$ cat config.mk
export PLATFORM = sky130hd
export DESIGN_NAME = dbg_cmd_sequencer_flat
export DESIGN_NICKNAME = d
export VERILOG_FILES = /design/src/rtl/dbg_cmd_sequencer_if.sv /design/src/rtl/dbg_cmd_sequencer.sv /design/src/flat_wrapper.sv
export SDC_FILE = /design/constraint.sdc
export NUM_CORES = 1
export LEC_CHECK = 0
export ABC_AREA = 1
export CORE_AREA = 2 2 102 104
export CTS_BUF_LIST = sky130_fd_sc_hd__clkbuf_2
export DETAILED_ROUTE_END_ITERATION = 6
export DIE_AREA = 0 0 104 106
export RECOVER_POWER = 50
export SETUP_SLACK_MARGIN = 0.02
export SLEW_MARGIN = 20
export SYNTH_ARGS = -nofsm -noshare
export SYNTH_HDL_FRONTEND = slang
export SYNTH_SLANG_ARGS = --single-unit
$ cat constraint.sdc
create_clock -name i_clk -period 1.7 [get_ports i_clk]
set_input_delay 0.17 -clock i_clk [delete_from_list [all_inputs] [get_ports i_clk]]
set_output_delay 0.17 -clock i_clk [all_outputs]
set_load 0.005 [all_outputs]
$ cat src/rtl/dbg_cmd_sequencer_if.sv
// Byte-link, memory-port and core-control signals between the debug sequencer and its surroundings.
// The slave modport is the sequencer's view; master is the environment (UART, memory, core).
interface dbg_cmd_sequencer_if;
    logic [7:0] rx_data;
    logic       rx_valid;
    logic [7:0] tx_data;
    logic       tx_en;
    logic       tx_done;
    logic [7:0] mem_addr;
    logic [7:0] mem_wdata;
    logic       mem_we;
    logic       mem_re;
    logic [7:0] mem_rdata;
    logic       run;
    logic       step_pulse;
    logic       pc_load;
    logic [7:0] pc_load_val;
    logic [7:0] pc_val;
    logic       busy;
    logic       err_ovr;

    modport slave (
        input  rx_data, rx_valid, tx_done, mem_rdata, pc_val,
        output tx_data, tx_en, mem_addr, mem_wdata, mem_we, mem_re,
               run, step_pulse, pc_load, pc_load_val, busy, err_ovr
    );

    modport master (
        output rx_data, rx_valid, tx_done, mem_rdata, pc_val,
        input  tx_data, tx_en, mem_addr, mem_wdata, mem_we, mem_re,
               run, step_pulse, pc_load, pc_load_val, busy, err_ovr
    );
endinterface

$ cat src/rtl/dbg_cmd_sequencer.sv
// Host-debug sequencer: assembles {cmd,addr,data} frames, executes them, answers with one byte.
// Latency: strobes one cycle after the 3rd byte, tx_en one cycle later (two for READ); bytes arriving mid-execution are dropped.
module dbg_cmd_sequencer #(
    parameter int TO_BITS = 16
) (
    input  logic               i_clk,
    input  logic               i_rst,
    input  logic [TO_BITS-1:0] i_timeout_cyc,
    dbg_cmd_sequencer_if.slave bus
);
    localparam logic [7:0] CMD_PING   = 8'h01;
    localparam logic [7:0] CMD_WRITE  = 8'h02;
    localparam logic [7:0] CMD_READ   = 8'h03;
    localparam logic [7:0] CMD_RUN    = 8'h04;
    localparam logic [7:0] CMD_HALT   = 8'h05;
    localparam logic [7:0] CMD_STEP   = 8'h06;
    localparam logic [7:0] CMD_SET_PC = 8'h07;
    localparam logic [7:0] CMD_GET_PC = 8'h08;
    localparam logic [7:0] PING_RESP  = 8'hA5;
    localparam logic [7:0] ACK        = 8'h4B;
    localparam logic [7:0] NAK        = 8'h3F;

    typedef enum logic [2:0] {
        S_IDLE, S_B1, S_B2, S_EXEC, S_MRD, S_SEND, S_WAIT_TX
    } state_t;

    state_t             r_state, w_state_nxt;
    logic [7:0]         r_cmd, r_addr, r_data, r_resp;
    logic [7:0]         w_cmd_nxt, w_addr_nxt, w_data_nxt, w_resp_nxt;
    logic [TO_BITS-1:0] r_cnt, w_cnt_nxt;
    logic               r_run, w_run_nxt;
    logic               r_err_ovr, w_err_ovr_nxt;
    logic               w_mem_we, w_mem_re, w_step, w_pc_load, w_tx_en;
    logic               w_to_hit, w_not_accepting;

    assign w_to_hit        = (i_timeout_cyc != '0) && (r_cnt == i_timeout_cyc);
    assign w_not_accepting = (r_state == S_EXEC) || (r_state == S_MRD) ||
                             (r_state == S_SEND) || (r_state == S_WAIT_TX);

    always_ff @(posedge i_clk) begin
        if (i_rst) begin
            r_state   <= S_IDLE;
            r_cmd     <= '0;
            r_addr    <= '0;
            r_data    <= '0;
            r_resp    <= '0;
            r_cnt     <= '0;
            r_run     <= 1'b0;
            r_err_ovr <= 1'b0;
        end else begin
            r_state   <= w_state_nxt;
            r_cmd     <= w_cmd_nxt;
            r_addr    <= w_addr_nxt;
            r_data    <= w_data_nxt;
            r_resp    <= w_resp_nxt;
            r_cnt     <= w_cnt_nxt;
            r_run     <= w_run_nxt;
            r_err_ovr <= w_err_ovr_nxt;
        end
    end

    always_comb begin
        w_state_nxt   = r_state;
        w_cmd_nxt     = r_cmd;
        w_addr_nxt    = r_addr;
        w_data_nxt    = r_data;
        w_resp_nxt    = r_resp;
        w_cnt_nxt     = r_cnt;
        w_run_nxt     = r_run;
        w_err_ovr_nxt = r_err_ovr | (bus.rx_valid & w_not_accepting);
        w_mem_we      = 1'b0;
        w_mem_re      = 1'b0;
        w_step        = 1'b0;
        w_pc_load     = 1'b0;
        w_tx_en       = 1'b0;

        case (r_state)
            S_IDLE: begin
                if (bus.rx_valid) begin
                    w_cmd_nxt   = bus.rx_data;
                    w_cnt_nxt   = '0;
                    w_state_nxt = S_B1;
                end
            end
            S_B1, S_B2: begin
                // A byte landing on the timeout cycle still counts.
                if (bus.rx_valid) begin
                    if (r_state == S_B1) begin
                        w_addr_nxt  = bus.rx_data;
                        w_state_nxt = S_B2;
                    end else begin
                        w_data_nxt  = bus.rx_data;
                        w_state_nxt = S_EXEC;
                    end
                    w_cnt_nxt = '0;
                end else if (w_to_hit) begin
                    w_cnt_nxt   = '0;
                    w_state_nxt = S_IDLE;
                end else begin
                    w_cnt_nxt = r_cnt + TO_BITS'(1);
                end
            end
            S_EXEC: begin
                w_state_nxt = S_SEND;
                w_resp_nxt  = NAK;
                case (r_cmd)
                    CMD_PING:  w_resp_nxt = PING_RESP;
                    CMD_WRITE: if (!r_run) begin
                        w_mem_we   = 1'b1;
                        w_resp_nxt = ACK;
                    end
                    CMD_READ: if (!r_run) begin
                        w_mem_re    = 1'b1;
                        w_state_nxt = S_MRD;
                    end
                    CMD_RUN: begin
                        w_run_nxt  = 1'b1;
                        w_resp_nxt = ACK;
                    end
                    CMD_HALT: begin
                        w_run_nxt  = 1'b0;
                        w_resp_nxt = ACK;
                    end
                    CMD_STEP: if (!r_run) begin
                        w_step     = 1'b1;
                        w_resp_nxt = ACK;
                    end
                    CMD_SET_PC: if (!r_run) begin
                        w_pc_load  = 1'b1;
                        w_resp_nxt = ACK;
                    end
                    CMD_GET_PC: w_resp_nxt = bus.pc_val;
                    default:    w_resp_nxt = NAK;
                endcase
            end
            S_MRD: begin
                w_resp_nxt  = bus.mem_rdata;
                w_state_nxt = S_SEND;
            end
            S_SEND: begin
                w_tx_en     = 1'b1;
                w_state_nxt = S_WAIT_TX;
            end
            S_WAIT_TX: begin
                if (bus.tx_done) w_state_nxt = S_IDLE;
            end
            default: w_state_nxt = S_IDLE;
        endcase
    end

    assign bus.tx_data     = r_resp;
    assign bus.tx_en       = w_tx_en;
    assign bus.mem_addr    = r_addr;
    assign bus.mem_wdata   = r_data;
    assign bus.mem_we      = w_mem_we;
    assign bus.mem_re      = w_mem_re;
    assign bus.run         = r_run;
    assign bus.step_pulse  = w_step;
    assign bus.pc_load     = w_pc_load;
    assign bus.pc_load_val = r_addr;
    assign bus.busy        = (r_state != S_IDLE);
    assign bus.err_ovr     = r_err_ovr;
endmodule

$ cat src/flat_wrapper.sv
// flat-port wrapper written by rule: the top's interface ports become plain ports
module dbg_cmd_sequencer_flat 
#(
    parameter int TO_BITS = 16
)
  (i_clk, i_rst, i_timeout_cyc, bus_rx_data, bus_rx_valid, bus_tx_done, bus_mem_rdata, bus_pc_val, bus_tx_data, bus_tx_en, bus_mem_addr, bus_mem_wdata, bus_mem_we, bus_mem_re, bus_run, bus_step_pulse, bus_pc_load, bus_pc_load_val, bus_busy, bus_err_ovr);
  dbg_cmd_sequencer_if bus_i ();
  input  logic i_clk;
  input  logic i_rst;
  input  logic [TO_BITS-1:0] i_timeout_cyc;
  input wire logic [$bits(bus_i.rx_data)-1:0] bus_rx_data;
  input wire logic [$bits(bus_i.rx_valid)-1:0] bus_rx_valid;
  input wire logic [$bits(bus_i.tx_done)-1:0] bus_tx_done;
  input wire logic [$bits(bus_i.mem_rdata)-1:0] bus_mem_rdata;
  input wire logic [$bits(bus_i.pc_val)-1:0] bus_pc_val;
  output wire logic [$bits(bus_i.tx_data)-1:0] bus_tx_data;
  output wire logic [$bits(bus_i.tx_en)-1:0] bus_tx_en;
  output wire logic [$bits(bus_i.mem_addr)-1:0] bus_mem_addr;
  output wire logic [$bits(bus_i.mem_wdata)-1:0] bus_mem_wdata;
  output wire logic [$bits(bus_i.mem_we)-1:0] bus_mem_we;
  output wire logic [$bits(bus_i.mem_re)-1:0] bus_mem_re;
  output wire logic [$bits(bus_i.run)-1:0] bus_run;
  output wire logic [$bits(bus_i.step_pulse)-1:0] bus_step_pulse;
  output wire logic [$bits(bus_i.pc_load)-1:0] bus_pc_load;
  output wire logic [$bits(bus_i.pc_load_val)-1:0] bus_pc_load_val;
  output wire logic [$bits(bus_i.busy)-1:0] bus_busy;
  output wire logic [$bits(bus_i.err_ovr)-1:0] bus_err_ovr;
  assign bus_i.rx_data = bus_rx_data;
  assign bus_i.rx_valid = bus_rx_valid;
  assign bus_i.tx_done = bus_tx_done;
  assign bus_i.mem_rdata = bus_mem_rdata;
  assign bus_i.pc_val = bus_pc_val;
  assign bus_tx_data = bus_i.tx_data;
  assign bus_tx_en = bus_i.tx_en;
  assign bus_mem_addr = bus_i.mem_addr;
  assign bus_mem_wdata = bus_i.mem_wdata;
  assign bus_mem_we = bus_i.mem_we;
  assign bus_mem_re = bus_i.mem_re;
  assign bus_run = bus_i.run;
  assign bus_step_pulse = bus_i.step_pulse;
  assign bus_pc_load = bus_i.pc_load;
  assign bus_pc_load_val = bus_i.pc_load_val;
  assign bus_busy = bus_i.busy;
  assign bus_err_ovr = bus_i.err_ovr;
  dbg_cmd_sequencer #(.TO_BITS(TO_BITS)) u_core (.i_clk(i_clk), .i_rst(i_rst), .i_timeout_cyc(i_timeout_cyc), .bus(bus_i));
endmodule
**Yosys cells after proc, flatten, opt, wreduce, memory -nomap -nowiden**

Index checks and enable logic that the tools add are counted.

- Muxes and demuxes: 26
- Eq/ne operators: 18
- Bitwise operators: 3
- Add/sub/neg operators: 1
- Reductions and logical operators: 19

Operator list:

| cell | count |
|---|---|
| $mux 16 | 3 |
| $eq 8x3->1 const B | 4 |
| $pmux 16 s2 | 1 |
| $pmux 8 s4 | 1 |
| $pmux 3 s6 | 1 |
| $add 16x1->16 const B | 1 |
| $eq 16x16->1 | 1 |
| $eq 8x2->1 const B | 2 |
| $pmux 8 s2 | 1 |
| $reduce_bool 16->1 | 1 |
| $mux 3 | 5 |
| $mux 1 | 12 |
| $eq 3x3->1 const B | 3 |
| $reduce_and 3->1 | 3 |
| $eq 8x1->1 const B | 1 |
| $eq 8x4->1 const B | 1 |
| $mux 7 | 1 |
| $eq 3x2->1 const B | 2 |
| $reduce_and 2->1 | 3 |
| $reduce_bool 2->1 | 3 |
| $ne 2x2->1 const B | 2 |
| $reduce_or 2->1 | 2 |
| $eq 3x1->1 const B | 1 |
| $logic_not 3->1 | 1 |
| other kinds (9) | 11 |

- Output and inout bits: 40
- Word-level logic and storage cells: 75
- Flip-flop bits (word level): 53
- Bits of input ports: 44

**Depth between registers and ports, before layout**

- Word-level depth: 6
- Depth in mapped cells: 13
- Mapped depth without buffers: 12

**Least setup slack after synthesis**

No wires, ideal clock.

- Path type: register to register
- From: register u_core.r_cmd[6]
- To: register u_core.r_resp[2] (netlist: u_core.bus.tx_data[2])
- Stages on the path, launching flop included: 9
- Setup slack: 0.298 ns
- Data arrival time: 1.283 ns
- Path buffers: 0
- Clock period less this slack: 1.402 ns
- Data required time: 1.581 ns
- Library setup time: 0.119 ns
- Path through: dfxtp_1 > inv_1 > nand4_1 > nor2_1 > o21ai_0 > o21ai_0 > nand3_1 > nor2_1 > nor2_1

- Cells in the longest elaborated chain, start to end: 4
- Elaborated cells on any way between the ends: 11
- Classes of those cells: eq/ne: 7; mux: 2; reduce/logical: 2

RTL lines:

| element | RTL line | source |
|---|---|---|
| from (decl) | dbg_cmd_sequencer.sv:28 | `logic [7:0] r_cmd, r_addr, r_data, r_resp;` |
| from (signal assigned) | dbg_cmd_sequencer.sv:52 | `r_cmd <= w_cmd_nxt;` |
| $eq 8x2->1 or $eq 8x3->1 (tied branches) | dbg_cmd_sequencer.sv:106 | `case (r_cmd)` |
| $reduce_or 3->1 (no source line) or $reduce_or 2->1 (tied branches) | n/a |  |
| $pmux 8 s4 (*) | dbg_cmd_sequencer.sv:106 |  |
| $pmux 8 s2 (*) | dbg_cmd_sequencer.sv:77 | `case (r_state)` |
| to (signal assigned) | dbg_cmd_sequencer.sv:55 | `r_resp <= w_resp_nxt;` |
| to (decl) | dbg_cmd_sequencer.sv:28 |  |

Mark *: on every way between the ends. The rest lies on a longest branch, timed or not.
A chain may end at the register's enable or synchronous reset.

**Worst setup path after layout**

- From: register u_core.r_cmd[7]
- To: output port bus_pc_load

- Cells in the longest elaborated chain, start to end: 3

RTL lines:

| element | RTL line | source |
|---|---|---|
| $eq 8x3->1 | dbg_cmd_sequencer.sv:106 |  |
| $mux 1 | dbg_cmd_sequencer.sv:106 |  |
| $mux 1 | dbg_cmd_sequencer.sv:77 |  |
| to (decl) | flat_wrapper.sv:24 | `output wire logic [$bits(bus_i.pc_load)-1:0] bus_pc_load;` |

Every way passes these cells.

==> flow_metrics.tcl <==
set metrics [dict create \
    worstSetupPathType "flop to output port" \
    fmax_ghz 0.542 \
    first_iter_violations 79 \
    synth.distinct_cells 33 \
    drv_cap 0 \
    die_x_um 104 \
    ios 84 \
    finalHoldViolCount 0 \
    grt_use_total_pct 14.9 \
    place_congestion 0.797 \
    layout_common_cells "nand2_1 (96), clkdlybuf4s50_1 (77), nor2_1 (67)" \
    post-route-cell-area_um2 4340 \
    finClkSkew_ns 0.0138 \
    antenna_cells 0 \
    rrSetupSlack_ns -0.07 \
    min_period_ns 1.84 \
    final_common_cell "nand2_1" \
    wl_met2_um 4110 \
    min_path_type "input port to flop" \
    rr_worst_depth 9 \
    finalPower_w 0.00540 \
    row_count 37 \
    clock_latency_ns 0.44 \
    routed.top_layer "met4" \
    slowest_stage "dfxtp_2" \
    final_max_slew_viol_count 0 \
    route.antenna.remaining_nets 0 \
    wl_per_cell_um 12.1 \
    rsz0062_at_grt "true" \
    die_height_um 106 \
    synth_fp_nets 482 \
    cts_tree "done" \
    root_buffer "clkbuf_2" \
    wl_met1_um 3750 \
    holdCritStartpoint "bus_mem_rdata[7]" \
    synthToLayoutAreaGrowth_pct 49.5 \
    worst_pin_slew_ns 0.405 \
    crit_arrival_ns 1.67 \
    vias 3123 \
    setup_slack_ns -0.145 \
    startpoint_type "flop" \
    setup_tns_ns -1.01 \
    htreeDepth 2 \
    hold_path_end "u_core.bus.tx_data[7]" \
    wl_met3_um 387 \
    path_cells "inv_2 > nand4_1 > nor2_2 > nand4_1 > nor2_1 > buf_2" \
    drt-pass1-iter-count 6 \
    dp_hpwl_um 6030 \
    reg2reg_to "u_core.r_cmd[0]" \
    end_kind "output port" \
    cts_sinks 53 \
    viasPerCell 4.55 \
    grt_start_max_net_pins 32 \
    dpl_cell_area_um2 4010 \
    clk_pin_slew_ns 0.28 \
    drc 0 \
    clk_path_buf_depth 2 \
    powerDensity_nw_per_um2 1240 \
    yosysWarnings 0 \
    cts-buffers-inserted 5 \
    final_util_pct 43.4 \
    avgSynthCellArea_um2 6.63 \
    rr_startpoint "u_core.r_state[0]" \
    p_leak_nw 1.75 \
    post-route-period-util_pct 109 \
    crit_fanout 3 \
    max_stage_delay_ns 0.38 \
    core_um2 10000 \
    violations "setup timing" \
    hold_path_depth 3 \
    path_common_cell "nand4_1" \
    synth_area_um2 2900 \
    die_area_um2 11000 \
    cp.required_ns 1.53 \
    ys_seq_area_share_pct 36.6 \
    setup-violations-final 22 \
    grt-ovfl-total 0 \
    nets 595 \
    drive_gt1_share_pct 19.4 \
    start_util_pct 29.0 \
    grt_pass1_wl_um 13800 \
    status "finished, violations left" \
    antenna_found_initial 0 \
    grt_pass1_vias 3082 \
    ys_seq_elements 53 \
    port-buffer-count 83 \
    peakVddDrop_uv 513 \
    slew_headroom_pct 72.8 \
    syn-instance-count 437 \
    pre_cts_ws_ns -0.0594 \
    wirelength_um 8330 \
]
## routing by layer
metal	track usage, %	vias to the layer above
met4	3.86	0
met3	3.31	8
li1	-	1619
met1	18.3	1422
met2	26.5	74
met5	0	-
## power breakdown
part | switching (W) | internal [W]
Combinational | 0.00148 | 0.00139
Clock | 0.000422 | 0.000392
Sequential | 0.000193 | 0.00151
## how the worst max path moves through the flow
| stage | startpoint | endpoint | slack [ns] | cells after the start |
|---|---|---|---|---|
| 2_1_floorplan | u_core.r_cmd[6] | u_core.bus.tx_data[2] | 0.30 | 8 |
| 3_3_place_gp | bus_rx_valid | u_core.r_cnt[14] | -0.04 | 10 |
| 3_5_place_dp | i_timeout_cyc[1] | u_core.r_cnt[15] | -0.06 | 10 |
| 4_1_cts | u_core.r_cmd[5] | bus_step_pulse | -0.22 | 6 |
| 5_1_grt | u_core.r_cmd[7] | bus_step_pulse | -0.33 | 6 |
| 6_report | u_core.r_cmd[7] | bus_pc_load | -0.14 | 6 |
## synthesized netlist by cell type (all sizes together)
cell    instances  area [µm²]
o22ai           1        6.26
nor4            2        12.5
buf            12        91.3
a31oi           4        25.0
nand4           7        43.8
xor2            3        26.3
dfxtp          53        1060
o21ai          35         175
a21boi          1        7.51
nor2           79         342
o221ai          6        52.6
xnor2           8        70.1
nand2         107         422
ha              1        12.5
nand3          18         103
clkbuf          4        15.0
or2             1        6.26
a21oi          27         135
inv            59         226
o21bai          2        26.3
nor3            7        40.0
## state kept, by name (all words and copies together) (netlist names)
signal / cells
u_core.bus.mem_wdata: 8
u_core.r_cnt: 16
u_core.r_cmd: 8
u_core.bus.mem_addr: 8
u_core.bus.err_ovr: 1
u_core.bus.run: 1
u_core.bus.tx_data: 8
u_core.r_state: 3
## metrics by stage
step                      hold slack (ns)  instances
final                               0.317        687
after global routing                0.276        687
after CTS                           0.283        685
after detailed placement            0.438        667
after global placement              0.432        667
after floorplan                     0.239        437
## critical path: cells and delay by family (launching register included)
kind	cells	cell delay (ns)
buffers and inverters	2	0.17
flip-flops	1	0.38
AND/OR/NAND/NOR	4	0.68
## layout make-up
class	instances	area (µm²)
sequential	53	1080
fill	1074	5660
clock inverter	3	65.1
clock buffer	5	25.0
inverter	59	226
multi-input combinational	310	1660
tap	136	170
timing repair buffer	121	1110
## logic make-up after synthesis
group,after synthesis,share of synthesized area [%]
flip-flops,53,36.6
AO/OA/AOI/OAI,76,14.8
adder cells (fa/ha/maj),1,0.432
buffers and inverters,75,11.5
XOR/XNOR,11,3.32
AND/OR/NAND/NOR,221,33.4
## repair_timing
item,in CTS,in global routing
setup buffers,15,9
resized for setup,46,45
pin swaps,12,24
hold buffers,0,0
cloned,0,1
endpoints found under the setup margin,8,23
No activity file was read; power rests on OpenSTA's default activity.
